File: src/rtl/imem_boot_ctrl.sv
// Instruction memory for the IF stage with a self-clearing boot phase and a
// valid/ready loader channel that streams words in from a base address.
module imem_boot_ctrl #(
  parameter int PC_W  = 64,
  parameter int IW    = 32,
  parameter int DEPTH = 32
) (
  input  logic            clk,
  input  logic            rst_n,
  input  logic            ld_start,
  input  logic [PC_W-1:0] ld_base,
  input  logic            ld_valid,
  input  logic [IW-1:0]   ld_data,
  input  logic            ld_last,
  output logic            ld_ready,
  output logic            ld_done,
  output logic            ld_err,
  input  logic            if_en,
  input  logic            if_stall,
  input  logic [PC_W-1:0] pc,
  output logic [IW-1:0]   instruc,
  output logic            instr_valid,
  output logic            fetch_fault,
  output logic            busy
);

  localparam int AW = $clog2(DEPTH);

  typedef enum logic [1:0] {
    S_CLEAR,
    S_RUN,
    S_LOAD
  } state_t;

  state_t state, state_nxt;

  logic [AW-1:0] clr_idx;
  logic [AW-1:0] ptr;
  logic [IW-1:0] mem [DEPTH];

  logic [AW-1:0] fidx;
  logic [AW-1:0] bidx;
  logic          pc_bad;
  logic          base_bad;
  logic          load_go;
  logic          xfer;
  logic          last_slot;
  logic          we;
  logic [AW-1:0] waddr;
  logic [IW-1:0] wdata;

  // Byte addresses must be word aligned and fall inside the DEPTH-word window.
  assign fidx      = pc[AW+1:2];
  assign bidx      = ld_base[AW+1:2];
  assign pc_bad    = (pc[1:0] != 2'b00) || ((pc >> (AW + 2)) != '0);
  assign base_bad  = (ld_base[1:0] != 2'b00) || ((ld_base >> (AW + 2)) != '0);
  assign load_go   = (state == S_RUN) && ld_start && !base_bad;
  assign xfer      = (state == S_LOAD) && ld_valid;
  assign last_slot = (ptr == AW'(DEPTH - 1));

  always_ff @(posedge clk or negedge rst_n) begin
    if (!rst_n) begin
      state <= S_CLEAR;
    end else begin
      state <= state_nxt;
    end
  end

  always_comb begin
    state_nxt = state;
    case (state)
      S_CLEAR: if (clr_idx == AW'(DEPTH - 1)) state_nxt = S_RUN;
      S_RUN:   if (load_go) state_nxt = S_LOAD;
      S_LOAD:  if (xfer && (ld_last || last_slot)) state_nxt = S_RUN;
      default: state_nxt = S_CLEAR;
    endcase
  end

  always_comb begin
    ld_ready = 1'b0;
    busy     = 1'b0;
    we       = 1'b0;
    waddr    = clr_idx;
    wdata    = '0;
    case (state)
      S_CLEAR: begin
        busy = 1'b1;
        we   = 1'b1;
      end
      S_LOAD: begin
        ld_ready = 1'b1;
        busy     = 1'b1;
        we       = ld_valid;
        waddr    = ptr;
        wdata    = ld_data;
      end
      default: ;
    endcase
  end

  always_ff @(posedge clk or negedge rst_n) begin
    if (!rst_n) begin
      clr_idx <= '0;
      ptr     <= '0;
    end else begin
      if (state == S_CLEAR) clr_idx <= clr_idx + AW'(1);
      if (load_go) begin
        ptr <= bidx;
      end else if (xfer && !last_slot) begin
        ptr <= ptr + AW'(1);
      end
    end
  end

  // No reset on the array: the CLEAR phase supplies the zero contents.
  always_ff @(posedge clk) begin
    if (we) mem[waddr] <= wdata;
  end

  always_ff @(posedge clk or negedge rst_n) begin
    if (!rst_n) begin
      instruc     <= '0;
      instr_valid <= 1'b0;
      fetch_fault <= 1'b0;
    end else if (state == S_RUN) begin
      if (!if_stall) begin
        if (if_en) begin
          instruc     <= pc_bad ? '0 : mem[fidx];
          instr_valid <= 1'b1;
          fetch_fault <= pc_bad;
        end else begin
          instruc     <= '0;
          instr_valid <= 1'b0;
          fetch_fault <= 1'b0;
        end
      end
    end else begin
      instruc     <= '0;
      instr_valid <= 1'b0;
      fetch_fault <= 1'b0;
    end
  end

  always_ff @(posedge clk or negedge rst_n) begin
    if (!rst_n) begin
      ld_done <= 1'b0;
      ld_err  <= 1'b0;
    end else begin
      ld_done <= xfer && ld_last;
      ld_err  <= ((state == S_RUN) && ld_start && base_bad) ||
                 (xfer && !ld_last && last_slot);
    end
  end

endmodule

File: config.mk
export PLATFORM = sky130hd
export DESIGN_NAME = imem_boot_ctrl
export DESIGN_NICKNAME = d
export VERILOG_FILES = /design/src/rtl/imem_boot_ctrl.sv
export SDC_FILE = /design/constraint.sdc
export NUM_CORES = 1
export LEC_CHECK = 0
export CAP_MARGIN = 40
export CELL_PAD_IN_SITES_DETAIL_PLACEMENT = 1
export CELL_PAD_IN_SITES_GLOBAL_PLACEMENT = 1
export CORE_MARGIN = 1
export CORE_UTILIZATION = 40
export CTS_BUF_LIST = sky130_fd_sc_hd__clkbuf_16
export CTS_CLUSTER_DIAMETER = 100
export CTS_CLUSTER_SIZE = 25
export DETAILED_ROUTE_END_ITERATION = 10
export MAX_ROUTING_LAYER = met4
export PLACE_DENSITY_LB_ADDON = 0.1
export SLEW_MARGIN = 10
export SYNTH_ARGS = -nofsm -noshare
export SYNTH_HDL_FRONTEND = slang
export SYNTH_SLANG_ARGS = --single-unit
File: constraint.sdc
create_clock -name clk -period 3.45 [get_ports clk]
set_input_delay 0.8625 -clock clk [delete_from_list [all_inputs] [get_ports clk]]
set_output_delay 0.8625 -clock clk [all_outputs]
set_load 0.02 [all_outputs]
==> results of run 1 <==
## power groups by stage
| stage | logic (mW) | clock network (mW) | registers, mW |
|---|---|---|---|
| after global placement | 3.82 | 0 | 15.7 |
| after CTS | 3.89 | 7.03 | 15.5 |
| final | 3.82 | 6.85 | 15.5 |
| after detailed placement | 3.88 | 0 | 15.8 |
| after global routing | 4.01 | 7.39 | 15.5 |
| after floorplan | 1.68 | 0 | 15.7 |
## area by class of cell
type	count	area, sq um	share of cell area
sequential	1072	31950	0.6563
multi-input combinational	728	9478	0.1947
timing repair buffer	372	4036	0.08291
tap	1380	1727	0.03547
clock buffer	51	1276	0.02621
clock inverter	40	195.2	0.004009
inverter	4	15.01	0.0003084
antenna	2	5.005	0.0001028
## metal layers
layer  vias up  wire length (um)  GRT usage
met1     11520             51630     0.3161
met4         0              2487    0.04953
met3       137              6346    0.03609
met2       592             59770     0.3859
met5         -                 0          -
li1       8668                 -          -
## worst reg2reg max path, cell delays in order, from the launching register on
cell and delay (ns):
dfrtp_1 0.46, nand2b_2 0.33, inv_2 0.14, mux2i_1 0.12, nor2_1 0.17, nand2_1 0.33, nor2_4 0.56, buf_12 0.31
## kinds of logic after synthesis
logic type | count (synthesis) | share of synthesized area
compound gates | 141 | 0.02601
fa+ha+maj | 4 | 0.001202
simple gates | 225 | 0.02938
flops | 1072 | 0.7671
buf+inv | 110 | 0.01193
xor+xnor | 5 | 0.001051
mux | 353 | 0.1634
## cell usage in the layout, fill, tap and decap left out, drive strengths merged, types with 2 or more instances in the layout
master | synthesis | routed
a22o | 65 | 65
ha | 4 | 4
nand3 | 10 | 10
edfxtp | 1024 | 1024
nor3 | 4 | 4
nand2b | 2 | 2
nor2 | 73 | 73
mux4 | 261 | 261
a21oi | 4 | 4
inv | 2 | 39
clkbuf | 44 | 51
mux2 | 5 | 5
clkdlybuf4s50 | 0 | 198
and3 | 35 | 35
nand2 | 18 | 18
dfrtp | 48 | 48
buf | 62 | 174
mux2i | 87 | 87
nor2b | 4 | 4
o21ai | 35 | 35
nor3b | 2 | 2
diode | 0 | 2
clkinv | 2 | 4
nand4 | 6 | 6
a41oi | 31 | 31
and2 | 36 | 36
nand3b | 2 | 2
xnor2 | 4 | 4
nor4 | 30 | 30
## synth_stat cells, types with 3 or more instances
| cell type | count | area, sq um |
|---|---|---|
| o21ai_0 | 4 | 20.02 |
| nor4_1 | 28 | 175.2 |
| edfxtp_1 | 1024 | 30750 |
| nand2_1 | 18 | 67.56 |
| nand4_1 | 6 | 37.54 |
| and3_1 | 35 | 219.0 |
| a21oi_1 | 4 | 20.02 |
| mux2i_1 | 87 | 870.8 |
| dfrtp_1 | 48 | 1201 |
| a22o_1 | 65 | 569.3 |
| clkbuf_1 | 44 | 165.2 |
| o21ai_1 | 31 | 155.2 |
| nor3_1 | 4 | 20.02 |
| nor2b_1 | 3 | 18.77 |
| and2_1 | 36 | 225.2 |
| a41oi_1 | 31 | 271.5 |
| buf_1 | 7 | 26.28 |
| ha_1 | 4 | 50.05 |
| mux2_2 | 4 | 45.04 |
| xnor2_1 | 4 | 35.03 |
| mux4_2 | 261 | 5878 |
| nor2_1 | 73 | 274.0 |
| buf_2 | 52 | 260.3 |
| nand3_1 | 8 | 40.04 |
## repair_timing
| action | 4_1_cts | 5_1_grt |
|---|---|---|
| hold endpoints to repair | 0 | 0 |
| gates resized for setup | 2 | 1 |
| endpoints found under the setup margin | 1 | 1 |
## registers in the layout, summed over array words and instances (netlist names)
name / cells
clr_idx: 5
mem: 1024
ld_done: 1
state: 2
instr_valid: 1
ld_err: 1
ptr: 5
instruc: 32
fetch_fault: 1
## worst max-delay path by stage
stage,start,cells past startpoint,endpoint,slack [ns]
2_1_floorplan,state[1],7,mem[0][0],0.1
3_5_place_dp,pc[47],8,instruc[7],0.07
4_1_cts,state[0],4,ld_ready,0.04
3_3_place_gp,ld_valid,7,mem[12][13],0.19
5_1_grt,state[0],4,ld_ready,0.008
6_report,state[0],4,ld_ready,0.12
==> impl_metrics.yaml, run 1 <==
worst_setup_path:
  worstPathArrival_ns: 2.46
  worst_path_largest_cell_delay_ns: 0.66
  cpMaxStageDelayCell: "clkdlybuf4s50_1"
  end_kind: "output pin"
  required_ns: 2.59
  r2r_cells: 7
  crit_family: "buffers and inverters"
  cp_max_fo: 17
  rr_endpoint: "mem[25][15]"
  r2r_setup_slack_ns: 0.71
  r2r-start: "state[0]"
  crit_type: "flop to output pin"
  cp_num_buf_inv: 3
  cp-start-kind: "flop"
  cp_cell_sequence: "nand2b_2 -> inv_2 -> buf_6 -> clkdlybuf4s50_1"
power_and_ir_drop:
  p_sw_frac: 0.2562
  power.internal_mw: 19.44
  ir_drop_uv: 365.0
  comb_power_share: 0.146
  seqPwrFrac: 0.592
  p_total_mw: 26.13
  power.switching_mw: 6.696
  leakage_nw: 16.10
  pwr-share-clk: 0.262
  powerDensity_nw_per_um2: 536.8
grt:
  gr-total-overflow: 0
  track_usage: 0.2365
  grt_pass1_wl_um: 170500
  grt_start_max_net_pins: 39
  grt_pass1_vias: 22520
  antenna_found_initial: 4
logic_synthesis:
  synthesis.area_sq_um: 41650
  synth_ff_type: "edfxtp_1"
  postSynthCellCount: 1910
  ys_warn_count: 0
  async_flop_share: 0.04478
  synth_fp_nets: 2081
  yosysSeqAreaShare: 0.7671
  synth.distinct_cells: 47
  syn_avg_cell_area_sq_um: 21.81
  synth_edf_count: 1024
  synth-seq-cells: 1072
sta:
  timing.final.ws_setup_ns: 0.1238
  clock.fmax_ghz: 0.3006
  hold_violations: 0
  rsz0062_at_grt: "no"
  setup_viol: 0
  slew_violations: 0
  holdWs_ns: 0.1439
  worst_pin_slew_ns: 0.6581
  fin_crit_sh: 0.9641
  max_slew_margin: 0.5602
  finalSetupTns_ns: 0
  period_needed_ns: 3.326
  finClkSkew_ns: 0.02854
clock_tree:
  hold_buffers: 0
  clock_latency_ns: 0.65
  cts_tree: "yes"
  htreeDepth: 2
  clock_sinks: 1072
  cts_buffers: 49
  max-clock-path-buffers: 3
  path_clk_slew_ns: 0.11
  cts_root_buffer: "clkbuf_16"
  post_cts_buffers: 0
cells_and_area:
  final_layout_size_suffix_gt1_frac: 0.2382
  num-nets-final: 2398
  fillers: 9337
  area_growth_pct: 16.88
  final_area_sq_um: 48680
  post-route-util: 0.4711
  finalNonFillerCells: 3649
drt:
  drcViolationCount: 0
  vias: 20910
  drt_iter0_markers: 2479
  drt_wl_total_um: 120200
  dr.pass1.iters: 5
  wire_per_inst_um: 32.95
  ant_nets: 0
  vias_per_cell: 5.731
die:
  die_height_um: 324.7
  core_area_sq_um: 103300
  pin_count: 205
  start_util: 0.4030
  fp-row-count: 118
  die_x_um: 324.7
  fp.dieArea_sq_um: 105400
placement:
  placedCellCount: 3556
  gp_congestion: 0.8368
  hpwl_um: 71830
  io_buffers: 204
  dpl-instance-area_sq_um: 47200
  place_ws_ns: 0.07029
hold_path:
  hold_path_class: "primary input to async pin"
status:
  status: "complete, no violations"
job:
  maxCapViolations: 0
Power figures use the tool's default switching activity.
==> run 2: changes to the inputs <==
Settings changed: PLACE_DENSITY set to 0.63, PLACE_DENSITY_LB_ADDON 0.1 to unset.
==> run 2 against run 1 <==
Final area about the same; critical endpoint unchanged; largest cell class unchanged; fmax down 0.30%; via count up 0.92%.
==> impl_metrics.yaml, run 2 (synthesis gave the netlist of run 1 again) <==
status:
  status: "complete, no violations"
drt:
  dr.pass1.iters: 5
  wire_per_inst_um: 32.41
  drt_iter0_markers: 2162
  drcViolationCount: 0
  drt_wl_total_um: 118300
  vias_per_cell: 5.783
  vias: 21110
  ant_nets: 0
worst_setup_path:
  cpMaxStageDelayCell: "clkdlybuf4s50_1"
  cp_max_fo: 9
  cp-start-kind: "flop"
  end_kind: "output pin"
  crit_family: "buffers and inverters"
  crit_type: "flop to output pin"
  r2r-start: "state[1]"
  worstSetupStartpoint: "state[1]"
  cp_num_buf_inv: 3
  cp_cell_sequence: "nand2b_1 -> inv_2 -> buf_4 -> clkdlybuf4s50_1"
  worstPathArrival_ns: 2.47
  worst_path_largest_cell_delay_ns: 0.63
  required_ns: 2.59
cells_and_area:
  mostFrequentLayoutCell: "edfxtp_1"
  finalNonFillerCells: 3650
  final_cell_mix: "1,024 x edfxtp_1, 261 x mux4_2, 198 x clkdlybuf4s50_1"
  largest_register_ffs: 1024
  num-nets-final: 2402
  top_register: "mem"
  area_growth_pct: 16.79
  final_layout_size_suffix_gt1_frac: 0.2393
  reg_top3: "mem (1024), instruc (32)"
  post-route-util: 0.4707
  final_area_sq_um: 48650
clock_tree:
  cts_root_buffer: "clkbuf_16"
  hold_buffers: 0
  max-clock-path-buffers: 3
  cts_buffers: 49
  cts_resized: 0
  htreeDepth: 2
  clock_latency_ns: 0.65
  post_cts_buffers: 0
  clock_sinks: 1072
  cts_tree: "yes"
  path_clk_slew_ns: 0.10
placement:
  gp_congestion: 0.8807
  dpl-instance-area_sq_um: 47200
  place_ws_ns: 0.1839
  io_buffers: 204
  placedCellCount: 3560
  hpwl_um: 71980
grt:
  antenna_found_initial: 1
  grt_pass1_wl_um: 167900
  grt_pass1_vias: 22510
  gr-total-overflow: 0
  grt_start_max_net_pins: 48
  track_usage: 0.2309
sta:
  clock.fmax_ghz: 0.2998
  finClkSkew_ns: 0.03373
  rsz0062_at_grt: "no"
  period_needed_ns: 3.336
  finalSetupTns_ns: 0
  slew_violations: 0
  max_slew_margin: 0.5330
  setup_viol: 0
  worst_pin_slew_ns: 0.6810
  timing.final.ws_setup_ns: 0.1139
  hold_violations: 0
  holdWs_ns: 0.05882
  fin_crit_sh: 0.9670
power_and_ir_drop:
  leakage_nw: 16.09
  p_total_mw: 25.91
  ir_drop_uv: 344.0
  powerDensity_nw_per_um2: 532.6
job:
  maxCapViolations: 0
die:
  pin_count: 205
  die_height_um: 324.7
  start_util: 0.4030
  fp-row-count: 118
  core_area_sq_um: 103300
  fp.dieArea_sq_um: 105400
  die_x_um: 324.7
hold_path:
  hold_path_class: "primary input to async pin"
[run 2: changes by cell type in the layout (fill, tap and decap cells not counted), moves of 2 or more]
cell,change
inv_1,-2
buf_12,-7
buf_4,+10
buf_16,+3
[run 2: final timing paths]
path                               to  slack [ns]  cells after the start
setup reg to reg           mem[13][7]        0.44                      6
hold / removal             clr_idx[0]        0.06                      1
setup / recovery             ld_ready        0.11                      4
hold reg to reg            clr_idx[3]        0.50                      1
min in group clk           clr_idx[3]        0.50                      1
max in group asynchronous  instruc[6]        2.84                      2
[run 2: layout make-up]
| cell class | instances | area (sq um) |
|---|---|---|
| clock buffers | 50 | 1251 |
| well taps | 1380 | 1727 |
| inverters | 4 | 15.01 |
| clock inverters | 39 | 200.2 |
| multi-input cells | 728 | 9475 |
| diodes | 1 | 2.502 |
| flip-flops and latches | 1072 | 31950 |
| fillers | 9375 | 54700 |
| repair buffers | 376 | 4028 |
[run 2: per-layer routing]
metal	vias up	track usage	share of wire
met5	-	-	0
met3	131	0.03914	0.069
met1	11480	0.3007	0.41
met4	0	0.04902	0.021
met2	833	0.3823	0.50
li1	8665	-	-
[run 2: power by group]
part	leakage (nW)	internal, mW	switching [mW]
Combinational	5.02	1.41	2.31
Clock	0.822	2.75	3.97
Sequential	10.2	15.2	0.271
Total	16.1	19.4	6.55
==> run 3: changes to the inputs <==
Settings changed: CORE_UTILIZATION 40 to 30, PLACE_DENSITY 0.63 to 0.5.
==> run 3 against run 2 <==
Worst setup slack better by 0.37 ns; largest cell class unchanged; final area up 1.0%; critical endpoint unchanged; clock skew down 0.0011 ns; critical path depth down 1; fmax up 12%; non-clock buffer count down 1; via count up 0.36%; utilization down 11 points; clock power up 2%.
==> impl_metrics.yaml, run 3 (synthesis gave the netlist of run 1 again) <==
worst_setup_path:
  required_ns: 2.59
  worst_path_largest_cell_delay_ns: 0.54
  r2r_cells: 7
  cpMaxStageDelayCell: "dfrtp_1"
  worstPathArrival_ns: 2.10
  cp_max_fo: 8
  end_kind: "output pin"
  cp-start-kind: "flop"
  cp_cell_sequence: "nand2b_1 -> inv_2 -> dlymetal6s2s_1"
  crit_type: "flop to output pin"
die:
  core_area_sq_um: 137700
  pin_count: 205
  fp.dieArea_sq_um: 140300
  fp-row-count: 136
  die_x_um: 374.6
  start_util: 0.3026
  die_height_um: 374.6
grt:
  grt_start_max_net_pins: 36
  gr-total-overflow: 0
  grt_pass1_wl_um: 179100
  track_usage: 0.1868
  antenna_found_initial: 3
  grt_pass1_vias: 22620
clock_tree:
  clock_latency_ns: 0.69
  cts_root_buffer: "clkbuf_16"
  htreeDepth: 2
  cts_buffers: 49
  clock_sinks: 1072
  max-clock-path-buffers: 3
  path_clk_slew_ns: 0.10
  cts_tree: "yes"
  post_cts_buffers: 0
power_and_ir_drop:
  power.switching_mw: 6.796
  leakage_nw: 16.12
  power.internal_mw: 19.33
  p_sw_frac: 0.2601
  powerDensity_nw_per_um2: 531.8
  seqPwrFrac: 0.592
  ir_drop_uv: 401.4
  comb_power_share: 0.146
  pwr-share-clk: 0.262
hold_path:
  hold_path_class: "primary input to async pin"
drt:
  drt_wl_total_um: 127700
  drt_iter0_markers: 2043
  vias_per_cell: 5.211
  wire_per_inst_um: 31.42
  ant_nets: 0
  dr.pass1.iters: 5
  drcViolationCount: 0
  vias: 21180
sta:
  slew_violations: 0
  hold_violations: 0
  setup_viol: 0
  finClkSkew_ns: 0.03260
  fin_crit_sh: 0.8597
  period_needed_ns: 2.966
  rsz0062_at_grt: "no"
  clock.fmax_ghz: 0.3371
  max_slew_margin: 0.5285
  worst_pin_slew_ns: 0.7072
  finalSetupTns_ns: 0
job:
  maxCapViolations: 0
cells_and_area:
  area_growth_pct: 17.96
  final_cell_mix: "1,024 x edfxtp_1, 261 x mux4_2, 197 x clkdlybuf4s50_1"
  antennaDiodeCount: 0
  mostFrequentLayoutCell: "edfxtp_1"
  largest_register_ffs: 1024
  top_register: "mem"
  reg_top3: "mem (1024), instruc (32)"
  final_layout_size_suffix_gt1_frac: 0.2378
  post-route-util: 0.3569
  final_area_sq_um: 49130
  num-nets-final: 2401
placement:
  gp_congestion: 0.7891
  dpl-instance-area_sq_um: 47680
  hpwl_um: 76750
  io_buffers: 204
status:
  status: "complete, no violations"
==> run 3: cell count changes in the layout (fill, tap and decap cells not counted), sizes merged <==
cell	previous run	this run
dlymetal6s2s	0	1
diode	1	0
clkdlybuf4s50	198	197
bufinv	1	0
inv	37	43
clkbuf	50	51
clkinv	4	1
buf	178	177
==> run 3: path summary, 6_finish.rpt <==
kind,from,endpoint,slack (ns)
worst max-delay path,state[1],ld_ready,0.48
worst min-delay path,rst_n,ld_done,0.14
worst max register to register,state[1],mem[5][12],0.74
worst min register to register,clr_idx[3],clr_idx[3],0.51
max in group asynchronous,rst_n,fetch_fault,2.74
min in group clk,clr_idx[3],clr_idx[3],0.51
==> run 3: metrics by stage <==
| step | hold WS [ns] | std cells | power (mW) | setup slack [ns] |
|---|---|---|---|---|
| floorplan | 0.4586 | 1910 | 17.38 | 0.09630 |
| finish | 0.1412 | 4065 | 26.13 | 0.4839 |
| global placement | 0.4788 | 3972 | 19.55 | 0.2891 |
| CTS | 0.1187 | 4065 | 26.45 | 0.02172 |
| detailed placement | 0.4894 | 3973 | 19.66 | 0.3215 |
| global route | 0.1470 | 4065 | 26.96 | 0.3408 |
==> run 3: power by group through the flow <==
stage / combinational [mW] / sequential [mW] / clock [mW]
floorplan: 1.68 / 15.7 / 0
global placement: 3.84 / 15.7 / 0
detailed placement: 3.89 / 15.8 / 0
CTS: 3.90 / 15.5 / 7.07
global route: 4.01 / 15.5 / 7.41
finish: 3.82 / 15.5 / 6.85
==> run 3: layer usage <==
layer  global-route usage  wire length [um]  up-vias
met5                    -                 0        -
met4              0.03735              2511        0
met3              0.02508              5863      118
met2               0.3119             64600      545
met1               0.2443             54740    11860
li1                     -                 -     8655
==> run 3: repair_timing <==
action,4_1_cts,5_1_grt
gates resized for setup,0,1
endpoints found under the hold margin,0,0
hold buffers,0,0
endpoints found under the setup margin,0,1
==> run 3: area by class of cell <==
cell class / count / area [sq um]
repair buffers: 375 / 3993
inverters: 4 / 15.01
clock inverters: 41 / 178.9
multi-input cells: 728 / 9475
well taps: 1794 / 2245
clock buffers: 51 / 1276
flip-flops and latches: 1072 / 31950
fillers: 13270 / 88530
==> run 3: critical path: cells and delay by family (launching register included) <==
kind	cells	cell delay, ns
flops	1	0.54
simple gates	1	0.32
buf+inv	2	0.57
==> patch, RTL diff (flow settings as in run 1) <==
Set the parameter `PC_W` to 96 (it was 64).
--- a/src/rtl/imem_boot_ctrl.sv
+++ b/src/rtl/imem_boot_ctrl.sv
@@ -1,7 +1,7 @@
 // Instruction memory for the IF stage with a self-clearing boot phase and a
 // valid/ready loader channel that streams words in from a base address.
 module imem_boot_ctrl #(
-  parameter int PC_W  = 64,
+  parameter int PC_W  = 96,
   parameter int IW    = 32,
   parameter int DEPTH = 32
 ) (
Interface: changed (resized ld_base and pc); port bits go from 205 to 269. The function was not compared with the original's and may differ.
==> patch against run 1 <==
- sequential cell count unchanged
- maximum frequency increased by 4.8%
- critical path depth is 1 lower
- routed wire length up 0.73%
- final area rose by 1.4%
- worst setup slack improved by 0.15 ns
- total power fell by 0.86%
- area after synthesis rose by 0.71%
- register-to-register slack worse by 0.21 ns
==> patch: results (changes against run 1) <==
** Run status
- Result of the run: completed (unchanged).

** Worst setup path
- The arrival time at the worst endpoint came to 2.31 ns (was 2.46 ns).
- The highest fanout seen on the critical path came to 7 (was 17).
- Number of cells on the worst reg-to-reg path :: 6 (was 7)
- Reg-to-reg setup timing slack :: 0.50 ns (was 0.71 ns)
- The worst flop-to-flop path endpoint was mem[9][3] (was mem[25][15]).

** STA
- The final critical-path share of the clock period came to 92.0% (was 96.4%).
- Maximum clock skew at final layout :: 0.0275 ns (was 0.0285 ns)
- Slew at the pin closest to its max-slew limit :: 0.756 ns (was 0.658 ns)

** Synth
- Synth cell types :: 58 (was 47)
- Post-synthesis share of cell area spent on xor and xnor gates :: 0.104% (was 0.105%)
- The area share of fa/ha/maj cells after synthesis came to 0.119% (was 0.120%).
- Synthesized net count :: 2361 (was 2081)
- The synthesized area per cell came to 19.7 um2 (was 21.8 um2).
- Cells taking the most area after synthesis: edfxtp_1 73%, mux4_2 7.1%, mux2i_1 6.1%, dfrtp_1 2.9%, o22ai_1 1.4% (was edfxtp_1 74%, mux4_2 14%, dfrtp_1 2.9%, mux2i_1 2.1%, a22o_1 1.4%).

** Placed design
- Placed instance count :: 3828 (was 3556)
- Pre-CTS setup slack :: 0.382 ns (was 0.0703 ns)
- Port buffer count :: 268 (was 204)
- Cell area after placement :: 47900 um2 (was 47200 um2)

** Layout
- The ratio of cells with drive above 1 in the final layout is 18.0% (was 23.8%).
- The filler cell count was 9539 (was 9337).
- # nets final :: 2734 (was 2398)

** Power and ir drop
- Leakage power figure :: 16.6 nW (was 16.1 nW)

** Global route
- The global routing met1 resource utilization came to 30.7% (was 31.6%).
- GR met3 Demand/Resource :: 2.71% (was 3.61%)
- The maximum number of pins on one net before global-route repair is 52 (was 39).
- The initial antenna violation count is 0 (was 4).
- The via count of the first global-routing pass was 24233 (was 22518).
- The met2 track demand over resource in global routing is 39.5% (was 38.6%).
- Global-route wire length before repair :: 174000 um (was 170000 um)

** CTS
- Cts repair resizes :: 0 (was 2)

** Detailed routing
- Routed WL :: 121000 um (was 120000 um)
patch: kinds of logic (layout without fill, tap and decap cells):
family | Yosys count | in the layout
DFF | 1072 | 1072
muxes | 393 | 393
AOI/OAI and AO/OA | 268 | 268
and+or+nand+nor | 259 | 259
buffers and inverters | 125 | 536
xor gates and xnor gates | 5 | 5
adders and majority gates | 4 | 4
other | 0 | 4
patch: power groups by stage:
stage / Combinational (mW) / Sequential [mW] / Clock (mW)
global route: 3.91 / 15.6 / 7.26
detailed placement: 3.77 / 15.8 / 0
floorplan: 1.64 / 15.7 / 0
global placement: 3.72 / 15.7 / 0
CTS: 3.77 / 15.5 / 6.93
finish: 3.72 / 15.5 / 6.72
patch: how the worst min path moves through the flow:
stage	endpoint	slack, ns	depth (start not counted)
finish	ptr[1]	0.07	1
global route	instruc[18]	0.05	1
CTS	instruc[18]	0.05	1
detailed placement	clr_idx[3]	0.49	1
global placement	instr_valid	0.46	1
floorplan	clr_idx[3]	0.46	1
patch: final cells by class:
| type | instances | area (um2) | share of cell area, % |
|---|---|---|---|
| Antenna cell | 4 | 10.0 | 0.0203 |
| Multi-Input combinational cell | 929 | 9520 | 19.3 |
| Clock inverter | 38 | 174 | 0.352 |
| Tap cell | 1380 | 1730 | 3.50 |
| Clock buffer | 51 | 1280 | 2.59 |
| Timing Repair Buffer | 442 | 4670 | 9.46 |
| Inverter | 5 | 18.8 | 0.0380 |
| Sequential cell | 1072 | 32000 | 64.8 |
patch: metrics by stage:
stage	total power [mW]	hold slack [ns]
after floorplan	17.4	0.459
after global placement	19.4	0.465
after detailed placement	19.5	0.487
after CTS	26.2	0.0456
after global routing	26.7	0.0460
final	25.9	0.0715
